===== config.mk =====
export PLATFORM = sky130hd
export DESIGN_NAME = johnson_phase_decoder
export DESIGN_NICKNAME = d
export VERILOG_FILES = /design/src/rtl/johnson_pkg.sv /design/src/rtl/johnson_code_check.sv /design/src/rtl/johnson_phase_decoder.sv
export SDC_FILE = /design/constraint.sdc
export NUM_CORES = 1
export LEC_CHECK = 0
export ABC_AREA = 1
export CAP_MARGIN = 40
export CORE_MARGIN = 5
export CORE_UTILIZATION = 57
export DETAILED_ROUTE_END_ITERATION = 7
export PLACE_DENSITY = 0.85
export SYNTH_ARGS = -nofsm -noshare
export SYNTH_HDL_FRONTEND = slang
export SYNTH_SLANG_ARGS = --single-unit

===== constraint.sdc =====
create_clock -name clk -period 5.3 [get_ports clk]
set_clock_uncertainty 0.15 [all_clocks]
set_input_delay 0.53 -clock clk [delete_from_list [all_inputs] [get_ports clk]]
set_output_delay 0.53 -clock clk [all_outputs]
set_load 0.05 [all_outputs]

===== src/rtl/johnson_pkg.sv =====
// Shared types and helpers for logic that consumes a Johnson (twisted-ring) counter.
// Holds the lock FSM encoding, the index-to-code mapping and the phase index width.
package johnson_pkg;

  typedef enum logic [1:0] {
    UNLOCKED = 2'd0,
    LOCKING  = 2'd1,
    LOCKED   = 2'd2
  } lock_state_e;

  localparam int MAX_W = 32;

  // Index k of a width-bit Johnson sequence: fill with ones from the MSB, then drain them.
  function automatic logic [MAX_W-1:0] idx_to_code(input int k, input int width);
    logic [MAX_W-1:0] code;
    code = '0;
    for (int i = 0; i < MAX_W; i++) begin
      if (i < width) begin
        if (k <= width) code[i] = (i >= width - k);
        else            code[i] = (i < 2 * width - k);
      end
    end
    return code;
  endfunction

  function automatic int phase_w(input int width);
    return (2 * width <= 2) ? 1 : $clog2(2 * width);
  endfunction

endpackage


===== src/rtl/johnson_code_check.sv =====
// Combinational legality check and index decode of a Johnson code word.
// legal is 0 for any word outside the 2*WIDTH-entry sequence; idx is then 0.
module johnson_code_check
  import johnson_pkg::*;
#(
  parameter int WIDTH = 4
) (
  input  logic [WIDTH-1:0]          code_in,
  output logic                      legal,
  output logic [phase_w(WIDTH)-1:0] idx
);

  localparam int N  = 2 * WIDTH;
  localparam int IW = phase_w(WIDTH);

  logic [N-1:0] match;

  generate
    for (genvar gi = 0; gi < N; gi++) begin : g_match
      localparam logic [MAX_W-1:0] CODE = idx_to_code(gi, WIDTH);
      assign match[gi] = (code_in == CODE[WIDTH-1:0]);
    end
  endgenerate

  // Legal codes are distinct, so at most one match bit is ever set.
  always_comb begin
    legal = 1'b0;
    idx   = '0;
    for (int k = 0; k < N; k++) begin
      if (match[k]) begin
        legal = 1'b1;
        idx   = IW'(k);
      end
    end
  end

endmodule


===== src/rtl/johnson_phase_decoder.sv =====
// Decodes a sampled Johnson counter word into a registered one-hot phase and index,
// tracks sequence lock, flags illegal codes / sequence breaks and counts revolutions.
module johnson_phase_decoder
  import johnson_pkg::*;
#(
  parameter int WIDTH    = 4,
  parameter int LOCK_CNT = 2,
  parameter int REV_W    = 8
) (
  input  logic                      clk,
  input  logic                      rst,
  input  logic [WIDTH-1:0]          code_in,
  input  logic                      code_vld,
  input  logic                      err_clr,
  output logic [2*WIDTH-1:0]        phase_onehot,
  output logic [phase_w(WIDTH)-1:0] phase_idx,
  output logic                      phase_vld,
  output logic                      locked,
  output logic                      err_pulse,
  output logic                      err_sticky,
  output logic [REV_W-1:0]          rev_cnt
);

  localparam int N  = 2 * WIDTH;
  localparam int IW = phase_w(WIDTH);
  localparam int RW = $clog2(N + 1);

  logic          chk_legal;
  logic [IW-1:0] chk_idx;

  johnson_code_check #(.WIDTH(WIDTH)) u_code_check (
    .code_in (code_in),
    .legal   (chk_legal),
    .idx     (chk_idx)
  );

  lock_state_e    state_q;
  logic [IW-1:0]  last_idx_q;
  logic [RW-1:0]  run_q;
  logic [N-1:0]   phase_onehot_q;
  logic [IW-1:0]  phase_idx_q;
  logic           phase_vld_q;
  logic           locked_q;
  logic           err_pulse_q;
  logic           err_sticky_q;
  logic [REV_W-1:0] rev_cnt_q;

  logic          last_is_top;
  logic [IW-1:0] succ_idx;
  logic [RW-1:0] run_inc;
  logic          step_good;
  logic          step_hold;
  logic          err_now;

  always_comb begin
    last_is_top = (last_idx_q == IW'(N - 1));
    succ_idx    = last_is_top ? '0 : last_idx_q + 1'b1;
    run_inc     = run_q + 1'b1;
    step_good   = (chk_idx == succ_idx);
    step_hold   = (chk_idx == last_idx_q);
    // Sequence breaks only count as errors once lock has been declared.
    err_now     = code_vld && (!chk_legal ||
                  (state_q == LOCKED && !step_good && !step_hold));
  end

  always_ff @(posedge clk) begin
    if (rst) begin
      state_q        <= UNLOCKED;
      last_idx_q     <= '0;
      run_q          <= '0;
      phase_onehot_q <= '0;
      phase_idx_q    <= '0;
      phase_vld_q    <= 1'b0;
      locked_q       <= 1'b0;
      err_pulse_q    <= 1'b0;
      err_sticky_q   <= 1'b0;
      rev_cnt_q      <= '0;
    end else begin
      phase_vld_q <= 1'b0;
      err_pulse_q <= err_now;
      if (err_now)      err_sticky_q <= 1'b1;
      else if (err_clr) err_sticky_q <= 1'b0;

      if (code_vld) begin
        if (!chk_legal) begin
          state_q  <= UNLOCKED;
          locked_q <= 1'b0;
        end else begin
          phase_onehot_q <= N'(1) << chk_idx;
          phase_idx_q    <= chk_idx;
          phase_vld_q    <= 1'b1;
          case (state_q)
            UNLOCKED: begin
              last_idx_q <= chk_idx;
              run_q      <= '0;
              state_q    <= LOCKING;
            end
            LOCKING: begin
              if (step_good) begin
                last_idx_q <= chk_idx;
                run_q      <= run_inc;
                if (run_inc >= RW'(LOCK_CNT)) begin
                  state_q  <= LOCKED;
                  locked_q <= 1'b1;
                end
              end else if (!step_hold) begin
                last_idx_q <= chk_idx;
                run_q      <= '0;
              end
            end
            LOCKED: begin
              if (step_good) begin
                last_idx_q <= chk_idx;
                if (last_is_top) rev_cnt_q <= rev_cnt_q + 1'b1;
              end else if (!step_hold) begin
                state_q    <= LOCKING;
                locked_q   <= 1'b0;
                last_idx_q <= chk_idx;
                run_q      <= '0;
              end
            end
            default: begin
              state_q  <= UNLOCKED;
              locked_q <= 1'b0;
            end
          endcase
        end
      end
    end
  end

  assign phase_onehot = phase_onehot_q;
  assign phase_idx    = phase_idx_q;
  assign phase_vld    = phase_vld_q;
  assign locked       = locked_q;
  assign err_pulse    = err_pulse_q;
  assign err_sticky   = err_sticky_q;
  assign rev_cnt      = rev_cnt_q;

endmodule


== Word level (Yosys, flattened, before mapping) ==
Index checks and enable logic that the tools add are counted.

* Register bits: 32
* Input port bits: 8
* Output and inout port bits: 23

* $lt $le $gt $ge: 1
* Add/subtract/negate cells: 3
* Reduce and logical (&&, ||, !) cells: 20
* Eq/ne operators: 19
* Bitwise logic cells: 1
* Shift operators: 1
* Multiplexer cells: 38

{| class="wikitable"
|+ Operators by type and width
! operator !! count
|-
| two-way mux 3 bit || 7
|-
| two-way mux 1 bit || 17
|-
| == test 4 bit, second input constant || 4
|-
| inequality test 3 bit, second input constant || 5
|-
| two-way mux 2 bit || 7
|-
| two-way mux 4 bit || 3
|-
| case mux 4 bit (3 select lines) || 1
|-
| AND reduction 5 bit || 2
|-
| adder 8 x 1 -> 8 bit, second input constant || 1
|-
| AND reduction 4 bit || 2
|-
| left shift 1 x 3 -> 8 bit, first input constant || 1
|-
| == test 3 bit || 2
|-
| case mux 2 bit (3 select lines) || 1
|-
| case mux 3 bit (2 select lines) || 1
|-
| AND reduction 6 bit || 1
|-
| adder 4 x 1 -> 4 bit, second input constant || 1
|-
| == test 4 x 1 -> 1 bit, second input constant || 1
|-
| == test 4 x 2 -> 1 bit, second input constant || 1
|-
| == test 4 x 3 -> 1 bit, second input constant || 1
|-
| greater-or-equal comparator 4 x 2 -> 1 bit, second input constant || 1
|-
| zero test 4 bit || 1
|-
| inequality test 2 bit, second input constant || 2
|-
| nonzero test 2 bit || 2
|-
| OR reduction 2 bit || 2
|-
| 12 further kinds || 16
|}

== Logic depth before layout (Yosys ltp) ==
Gate-level depths: netlist of the first run.

* Depth after elaboration: 15
* Depth in mapped cells: 14

== By module ==
A second synthesis of the first run with hierarchy kept.

* Cells, all modules: 282
* Area total of the unflattened synthesis: 1920.6 um^2

{| class="wikitable"
|+ Modules (own cells, without submodules)
! module !! times used !! cells an instance !! seq. area each (um^2) !! area an instance (um^2)
|-
| johnson_phase_decoder || 1 || 261 || 640.6 || 1829.3
|-
| johnson_code_check || 1 || 21 || 0.0 || 91.3
|}

== Worst setup path after synthesis of the first run ==
OpenSTA, ideal clock, no wires.

* Path kind: input -> register
* Start point: in code_in[3]
* End point: reg rev_cnt_q[3], in the netlist rev_cnt[3]
* Arrival: 1720 ps
* Library setup time: 133 ps
* Stages on the path: 11
* Path slack: 3297 ps
* Data required time: 5017 ps
* Cell sequence: nor2_2 > nand2_4 > nand2_2 > xor2_1 > nor2_4 > nand2_4 > clkinv_2 > nand3_4 > nor2_1 > nand2_1 > nor3b_2

* Word-level cells in the longest chain between the ends: 10
* Elaborated cells between the ends (all ways): 25
* Those cells by class: eq/ne (8); mux (15); reduce/logical (2)

{| class="wikitable"
|+ Ends and longest elaborated chain
! what !! line !! source
|-
| from (decl) || johnson_phase_decoder.sv:12 || <nowiki>input logic [WIDTH-1:0] code_in,</nowiki>
|-
| == test 4 bit / zero test 4 bit (equally long branches) || johnson_code_check.sv:21 || <nowiki>assign match[gi] = (code_in == CODE[WIDTH-1:0]);</nowiki>
|-
| two-way mux 1 bit || johnson_code_check.sv:30 || <nowiki>if (match[k]) begin</nowiki>
|-
| two-way mux 2 bit / two-way mux 1 bit (equally long branches) (2 in series) || johnson_code_check.sv:30 ||
|-
| two-way mux 3 bit / two-way mux 1 bit (equally long branches) (4 in series) || johnson_code_check.sv:30 ||
|-
| == test 3 bit / two-way mux 1 bit (equally long branches) || johnson_phase_decoder.sv:59, johnson_code_check.sv:30 ||
|-
| AND reduction 5 bit (no line) (*) || -- ||
|-
| to (signal assigned) || johnson_phase_decoder.sv:114 || <nowiki>if (last_is_top) rev_cnt_q <= rev_cnt_q + 1'b1;</nowiki>
|-
| to (decl) || johnson_phase_decoder.sv:46 || <nowiki>logic [REV_W-1:0] rev_cnt_q;</nowiki>
|}

Mark *: on every way between the ends. The rest lies on a longest branch, timed or not.
A chain may end at the register's enable or synchronous reset.

== Worst setup path in the final report of the first run ==
* Start point: in code_in[2]
* End point: reg rev_cnt_q[6], in the netlist rev_cnt[6]

The elaborated chain is that of the path after synthesis.

==> results of run 1 <==
[power breakdown]
group	leakage, µW	internal, µW	switching (µW)	total (µW)
clock	0.0000380	63.0	87.5	151
sequential	0.000260	251	6.10	257
combinational	0.000693	46.0	98.5	144
total	0.000991	360	192	552
[layer usage]
layer | GRT usage, % | vias to the layer above | part of all wire [%]
li1 | - | 932 | -
met1 | 25.6 | 839 | 47
met2 | 36.1 | 36 | 48
met3 | 5.66 | 8 | 3.8
met4 | 7.59 | 0 | 1.8
met5 | 0 | - | 0
[layout by cell type, fill, tap and decap left out, types with 2 or more instances in the layout]
| cell | synthesis | final |
|---|---|---|
| a21oi_1 | 20 | 20 |
| clkbuf_4 | 0 | 5 |
| clkdlybuf4s50_1 | 0 | 30 |
| clkinv_2 | 1 | 3 |
| dfxtp_1 | 32 | 32 |
| ha_1 | 9 | 9 |
| inv_1 | 21 | 21 |
| inv_2 | 4 | 4 |
| nand2_1 | 61 | 61 |
| nand2_2 | 7 | 7 |
| nand2_4 | 2 | 2 |
| nand3_1 | 27 | 27 |
| nand3b_1 | 3 | 3 |
| nand4_1 | 6 | 6 |
| nor2_1 | 30 | 30 |
| nor2_2 | 7 | 7 |
| nor2_4 | 2 | 2 |
| nor3_1 | 2 | 2 |
| nor3b_2 | 3 | 3 |
| o21ai_0 | 11 | 11 |
| o21ai_1 | 2 | 2 |
| xnor2_1 | 2 | 2 |
| xor2_1 | 3 | 3 |
[flip-flops by register name, summed over array words and instances, names as in the netlist]
name and count:
run_q 4, state_q 2, err_sticky 1, last_idx_q 3, rev_cnt 8, phase_vld 1, phase_idx 3, phase_onehot 8
err_pulse 1, locked 1
[tightest hold or removal path, cell delays in order (launching register included)]
cell,delay (ns)
dfxtp_1,0.32
nand2_1,0.06
a21oi_1,0.06
[per-stage QoR]
| step | hold WS (ns) | std cells | power [µW] | utilization, % |
|---|---|---|---|---|
| CTS | 0.326 | 343 | 554 | 72.6 |
| global placement | 0.303 | 335 | 403 | 70.6 |
| detailed placement | 0.311 | 335 | 406 | 70.6 |
| finish | 0.327 | 343 | 552 | 72.6 |
| global route | 0.353 | 343 | 584 | 72.6 |
| floorplan | 0.311 | 267 | 368 | - |
[kinds of logic (layout without fill, tap and decap cells)]
kind of cell             Yosys count  count (layout)  synth area share [%]
flip-flops                        32              32                  34.4
buffers and inverters             32              64                  6.72
XOR/XNOR                           5               5                  2.35
AND/OR/NAND/NOR                  152             152                  40.0
AO/OA/AOI/OAI                     37              37                  10.5
adder cells (fa/ha/maj)            9               9                  6.04
[area by class of cell]
cell class                      instances  area (µm²)
Multi-Input combinational cell        203        1100
Fill cell                             280         850
Inverter                               26        98.8
Tap cell                               44        55.1
Clock buffer                            6        51.3
Timing Repair Buffer                   30         300
Clock inverter                          2        10.0
Sequential cell                        32         641
[worst min-delay path by stage]
stage,start,end,slack (ns),depth (start not counted)
3_5_place_dp,phase_onehot[1],phase_onehot[1],0.31,2
5_1_grt,phase_onehot[1],phase_onehot[1],0.35,2
2_1_floorplan,last_idx_q[1],last_idx_q[1],0.31,2
3_3_place_gp,err_sticky,err_sticky,0.30,2
4_1_cts,phase_onehot[1],phase_onehot[1],0.33,2
6_report,phase_onehot[1],phase_onehot[1],0.33,2
==> results.sh, run 1 <==
export IMPL_syn_to_final_growth_pct=21.0
export IMPL_synth_area_leaders="dfxtp_1 34%, nand2_1 12%, nand3_1 7.3%"
export IMPL_status="finished clean"
export IMPL_synthArstFlopShare_pct=0
export IMPL_postSynthNetCount=284
export IMPL_post_cts_repair_setup_buffers=0
export IMPL_dr_first_iter_drc_count=121
export IMPL_rsz0062_at_grt="no"
export IMPL_worst_path_stages=13
export IMPL_max_clock_freq_mhz=405
export IMPL_finalWorstSetupSlack_ns=2.83
export IMPL_clkSinkCount=32
export IMPL_cap_violations=0
export IMPL_synth_top_area_cell="dfxtp_1"
export IMPL_cts_root_buffer="clkbuf_4"
export IMPL_ir_worst_vdd_mv=0.176
export IMPL_synth_cells=267
export IMPL_gr_total_overflow=0
export IMPL_crit_chain="clkdlybuf4s50_1 -> inv_1 -> nor2_2 -> nand2_1 -> nand2_1 -> nor2_1 -> inv_2 -> nand2_2 -> nor2_2 -> nand3_4 -> nor2_1 -> nand2_1 -> nor3b_2"
export IMPL_core_area_um2=3100
export IMPL_start_kind="primary input"
export IMPL_first_pass_iters=4
export IMPL_htreeDepth=2
export IMPL_ys_types=29
export IMPL_synth_seq_cells=32
export IMPL_routedWlPerCell_um=12.0
export IMPL_cts_made_buffers=5
export IMPL_grt_pass1_wl_um=7290
export IMPL_drive_gt1_share_pct=12.0
export IMPL_fin_setup_tns_ns=0
export IMPL_r2r_setup_slack_ns=3.18
export IMPL_drcViolationCount=0
export IMPL_die_h_um=67.2
export IMPL_powerDensity_nw_per_um2=245
export IMPL_crit_required_ns=5.36
export IMPL_path_delay_family="simple AND/OR/NAND/NOR gates"
export IMPL_max_slew_margin_pct=49.1
export IMPL_crit_end="rev_cnt[6]"
export IMPL_cp_end_kind="register"
export IMPL_placed_cell_area_um2=2190
export IMPL_rows=20
export IMPL_critPathBufInv=3
export IMPL_cpPeakStageDelay_ns=0.57
export IMPL_antenna_found_initial=0
export IMPL_min_path_type="reg2reg"
export IMPL_tritoncts="built"
export IMPL_die_w_um=67.2
export IMPL_cp_startpoint="code_in[2]"
export IMPL_gp_congestion=0.919
export IMPL_syn_avg_cell_area_um2=6.98
export IMPL_netlist_area_leader_share_pct=34.4
export IMPL_grt_max_degree=20
export IMPL_vias=1815
export IMPL_p_leak_uw=0.000991
export IMPL_dp_worst_setup_slack_ns=2.48
export IMPL_yosysSeqAreaShare_pct=34.4
export IMPL_setup_viol=0
export IMPL_synth_ff_type="dfxtp_1"
export IMPL_r2r_start="last_idx_q[0]"
export IMPL_synth_common_cells="61 x nand2_1, 32 x dfxtp_1, 30 x nor2_1"
export IMPL_drv_slew=0
export IMPL_dp_hpwl_um=3120
export IMPL_synth_edf_count=0
export IMPL_ys_warn_count=0
export IMPL_crit_fanout=13
export IMPL_final_area_um2=2250
export IMPL_grt_use_total_pct=21.2
export IMPL_tightest_slew_ns=0.761
export IMPL_diodes=0
export IMPL_critical_path_class="in2reg"
export IMPL_arrival_ns=2.53
export IMPL_ioPinCount=31
export IMPL_clk_pin_slew_ns=0.10
export IMPL_finalCriticalPeriod_ns=2.47
export IMPL_yosys_cell_count_top_type="nand2_1"
export IMPL_syn_area_um2=1860
export IMPL_post_route_period_util_pct=46.6
export IMPL_postRouteAntennaNets=0
export IMPL_finalWirelength_um=4130
export IMPL_cts_buffer_depth=2
export IMPL_fin_nets=315
export IMPL_cts_hold_buf=0
export IMPL_r2r_end="rev_cnt[6]"
export IMPL_die_area_um2=4510
export IMPL_cpMaxStageDelayCell="clkdlybuf4s50_1"
export IMPL_clock_latency_ns=0.34
export IMPL_cpMostUsedCell="nand2_1"
export IMPL_r2r_cells=10
export IMPL_viasPerCell=5.29
export IMPL_hold_violations=0
export IMPL_portBuffers=30
export IMPL_grt_pass1_vias=1717
export IMPL_initial_core_util_pct=60.0
export IMPL_cts_resized_gates=0
No activity file was read; power rests on OpenSTA's default activity.
==> inputs of run 2 (changes only) <==
--- a/config.mk
+++ b/config.mk
@@ -8,9 +8,9 @@
 export ABC_AREA = 1
 export CAP_MARGIN = 40
 export CORE_MARGIN = 5
-export CORE_UTILIZATION = 57
+export CORE_UTILIZATION = 48
 export DETAILED_ROUTE_END_ITERATION = 7
-export PLACE_DENSITY = 0.85
+export PLACE_DENSITY = 0.76
 export SYNTH_ARGS = -nofsm -noshare
 export SYNTH_HDL_FRONTEND = slang
 export SYNTH_SLANG_ARGS = --single-unit
==> constraint.sdc (replaced) <==
create_clock -name clk -period 2.12 [get_ports clk]
set_clock_uncertainty 0.15 [all_clocks]
set_input_delay 0.212 -clock clk [delete_from_list [all_inputs] [get_ports clk]]
set_output_delay 0.212 -clock clk [all_outputs]
set_load 0.05 [all_outputs]
==> run 2 against run 1 <==
Compared with the run above:
- total power rose to 3.0 times the previous value
- critical endpoint is now rev_cnt[3]
- global-route usage down 3.3 points
- wire length rose by 6.7%
- count of clock-buffer cells in the layout decreased by 1
- final cell count is 7.6% higher
- highest routed layer unchanged
- register-to-register slack lost 3.1 ns
- non-clock buffer count up 22
- via count up 3.1%
- flip-flop and latch count stayed put
- combinational power grew to 2.9 times the previous value
- largest power group unchanged
- hold slack worse by 0.048 ns
- largest cell class unchanged
- clock power grew to 4.0 times the previous value
==> results.sh, run 2 (same netlist as run 1, synthesis figures left out) <==
export IMPL_status="finished clean"
export IMPL_powerDensity_nw_per_um2=660
export IMPL_instances_no_fill=369
export IMPL_die_area_um2=5230
export IMPL_rows=22
export IMPL_cts_hold_buf=0
export IMPL_syn_to_final_growth_pct=36.1
export IMPL_top_usage_layer="met2"
export IMPL_cts_buffer_depth=2
export IMPL_min_path_type="in2reg"
export IMPL_r2r_setup_slack_ns=0.12
export IMPL_grt_use_met3_pct=6.09
export IMPL_ioPinCount=31
export IMPL_grt_use_total_pct=17.9
export IMPL_post_route_period_util_pct=94.4
export IMPL_cts_made_buffers=5
export IMPL_portBuffers=30
export IMPL_drive_gt1_share_pct=20.2
export IMPL_critPathBufInv=1
export IMPL_cp_end_kind="register"
export IMPL_clock_latency_ns=0.30
export IMPL_post_cts_repair_setup_buffers=0
export IMPL_dp_hpwl_um=3150
export IMPL_postRouteAntennaNets=0
export IMPL_cpMaxStageDelayCell="dfxtp_2"
export IMPL_drcViolationCount=0
export IMPL_diodes=0
export IMPL_tritoncts="built"
export IMPL_clk_pin_slew_ns=0.08
export IMPL_use_met2_pct=29.6
export IMPL_max_slew_margin_pct=65.0
export IMPL_cpMostUsedCell="nor2_4"
export IMPL_tightest_slew_ns=0.523
export IMPL_grt_pass1_vias=1791
export IMPL_whs_ns=0.278
export IMPL_htreeDepth=2
export IMPL_first_pass_iters=4
export IMPL_finalWorstSetupSlack_ns=0.119
export IMPL_placed_cell_area_um2=2360
export IMPL_crit_chain="ha_1 -> ha_4 -> xor2_2 -> nor2_4 -> nand2_4 -> clkinv_2 -> nand3_4 -> nor2_4 -> nand2_1 -> nor3b_2"
export IMPL_dr_first_iter_drc_count=89
export IMPL_cpPeakStageDelay_ns=0.35
export IMPL_crit_required_ns=2.16
export IMPL_die_w_um=72.3
export IMPL_cap_violations=0
export IMPL_antenna_found_initial=0
export IMPL_drv_slew=0
export IMPL_p_leak_uw=0.00114
export IMPL_fin_nets=337
export IMPL_start_kind="register"
export IMPL_crit_fanout=8
export IMPL_vias=1871
export IMPL_dp_worst_setup_slack_ns=-0.194
export IMPL_final_area_um2=2540
export IMPL_finalCriticalPeriod_ns=2.00
export IMPL_die_h_um=72.3
export IMPL_arrival_ns=2.04
export IMPL_routedWlPerCell_um=11.9
export IMPL_gp_congestion=0.937
export IMPL_clkSinkCount=32
export IMPL_cts_root_buffer="clkbuf_8"
export IMPL_rsz0062_at_grt="no"
export IMPL_grt_pass1_wl_um=7370
export IMPL_final_cell_mix="61 x nand2_1, 31 x dfxtp_1, 27 x nor2_1, 27 x clkdlybuf4s50_1, 26 x nand3_1"
export IMPL_setup_viol=0
export IMPL_final_common_cell="nand2_1"
export IMPL_placed_cells=361
export IMPL_fin_util_pct=68.2
export IMPL_ir_worst_vdd_mv=0.504
export IMPL_hold_violations=0
export IMPL_use_met1_pct=20.7
export IMPL_core_area_um2=3720
export IMPL_path_delay_family="simple AND/OR/NAND/NOR gates"
export IMPL_grt_max_degree=19
export IMPL_gr_total_overflow=0
export IMPL_viasPerCell=5.07
export IMPL_finalWirelength_um=4410
export IMPL_critical_path_class="reg2reg"
export IMPL_max_clock_freq_mhz=500
export IMPL_initial_core_util_pct=50.1
==> run 2: cell count changes in the layout (fill, tap and decap cells not counted), moves of 2 or more <==
cell / previous run / this run
dlymetal6s2s_1: 0 / 3
clkbuf_8: 1 / 5
nor2_1: 30 / 27
clkdlybuf4s50_1: 30 / 27
clkbuf_4: 5 / 0
buf_4: 0 / 22
nor2_4: 2 / 5
clkinv_2: 3 / 1
==> run 2: layout make-up <==
class | count | area (µm²)
Fill cell | 320 | 1180
Multi-Input combinational cell | 203 | 1140
Sequential cell | 32 | 642
Timing Repair Buffer | 52 | 473
Inverter | 26 | 101
Clock buffer | 5 | 68.8
Tap cell | 48 | 60.1
Clock inverter | 3 | 46.3
==> run 2: report_power, final <==
| part | leakage, µW | total, µW | switching, µW | internal [µW] |
|---|---|---|---|---|
| sequential | 0.000261 | 644 | 17.1 | 627 |
| combinational | 0.000827 | 424 | 259 | 165 |
| clock | 0.0000548 | 607 | 253 | 354 |
| total | 0.00114 | 1670 | 529 | 1150 |
==> run 2: path summary, 6_finish.rpt <==
kind | from | cells past startpoint | endpoint
hold reg to reg | phase_onehot[4] | 2 | phase_onehot[4]
setup reg to reg | last_idx_q[0] | 10 | rev_cnt[3]
hold / removal | code_in[1] | 5 | phase_onehot[6]
setup / recovery | last_idx_q[0] | 10 | rev_cnt[3]
==> run 2: layer usage <==
layer | part of all wire, % | vias to the layer above
li1 | - | 975
met1 | 46 | 844
met2 | 47 | 42
met3 | 4.3 | 10
met4 | 2.4 | 0
met5 | 0 | -
==> run 2: metrics by stage <==
stage               setup TNS, ns  power (µW)
floorplan                       0         920
CTS                             0        1670
global route                    0        1770
detailed placement          -3.55        1070
global placement            -2.25        1060
finish                          0        1670
==> run 2: what timing repair did <==
item,CTS,global route
setup endpoints to repair,0,20
gates resized for setup,0,14
hold endpoints to repair,0,0
==> run 2: worst min-delay path: stages <==
cell and delay (ns):
dlymetal6s2s_1 0.16, nand2_1 0.07, inv_1 0.07, a21oi_1 0.08, nor2_1 0.09
==> inputs of run 3 (changes only) <==
--- a/config.mk
+++ b/config.mk
@@ -9,6 +9,7 @@
 export CAP_MARGIN = 40
 export CORE_MARGIN = 5
 export CORE_UTILIZATION = 48
+export CTS_CLUSTER_DIAMETER = 100
 export DETAILED_ROUTE_END_ITERATION = 7
 export PLACE_DENSITY = 0.76
 export SYNTH_ARGS = -nofsm -noshare
==> results of run 3 <==
Final layout, timing and power as in run 2 (identical DEF).
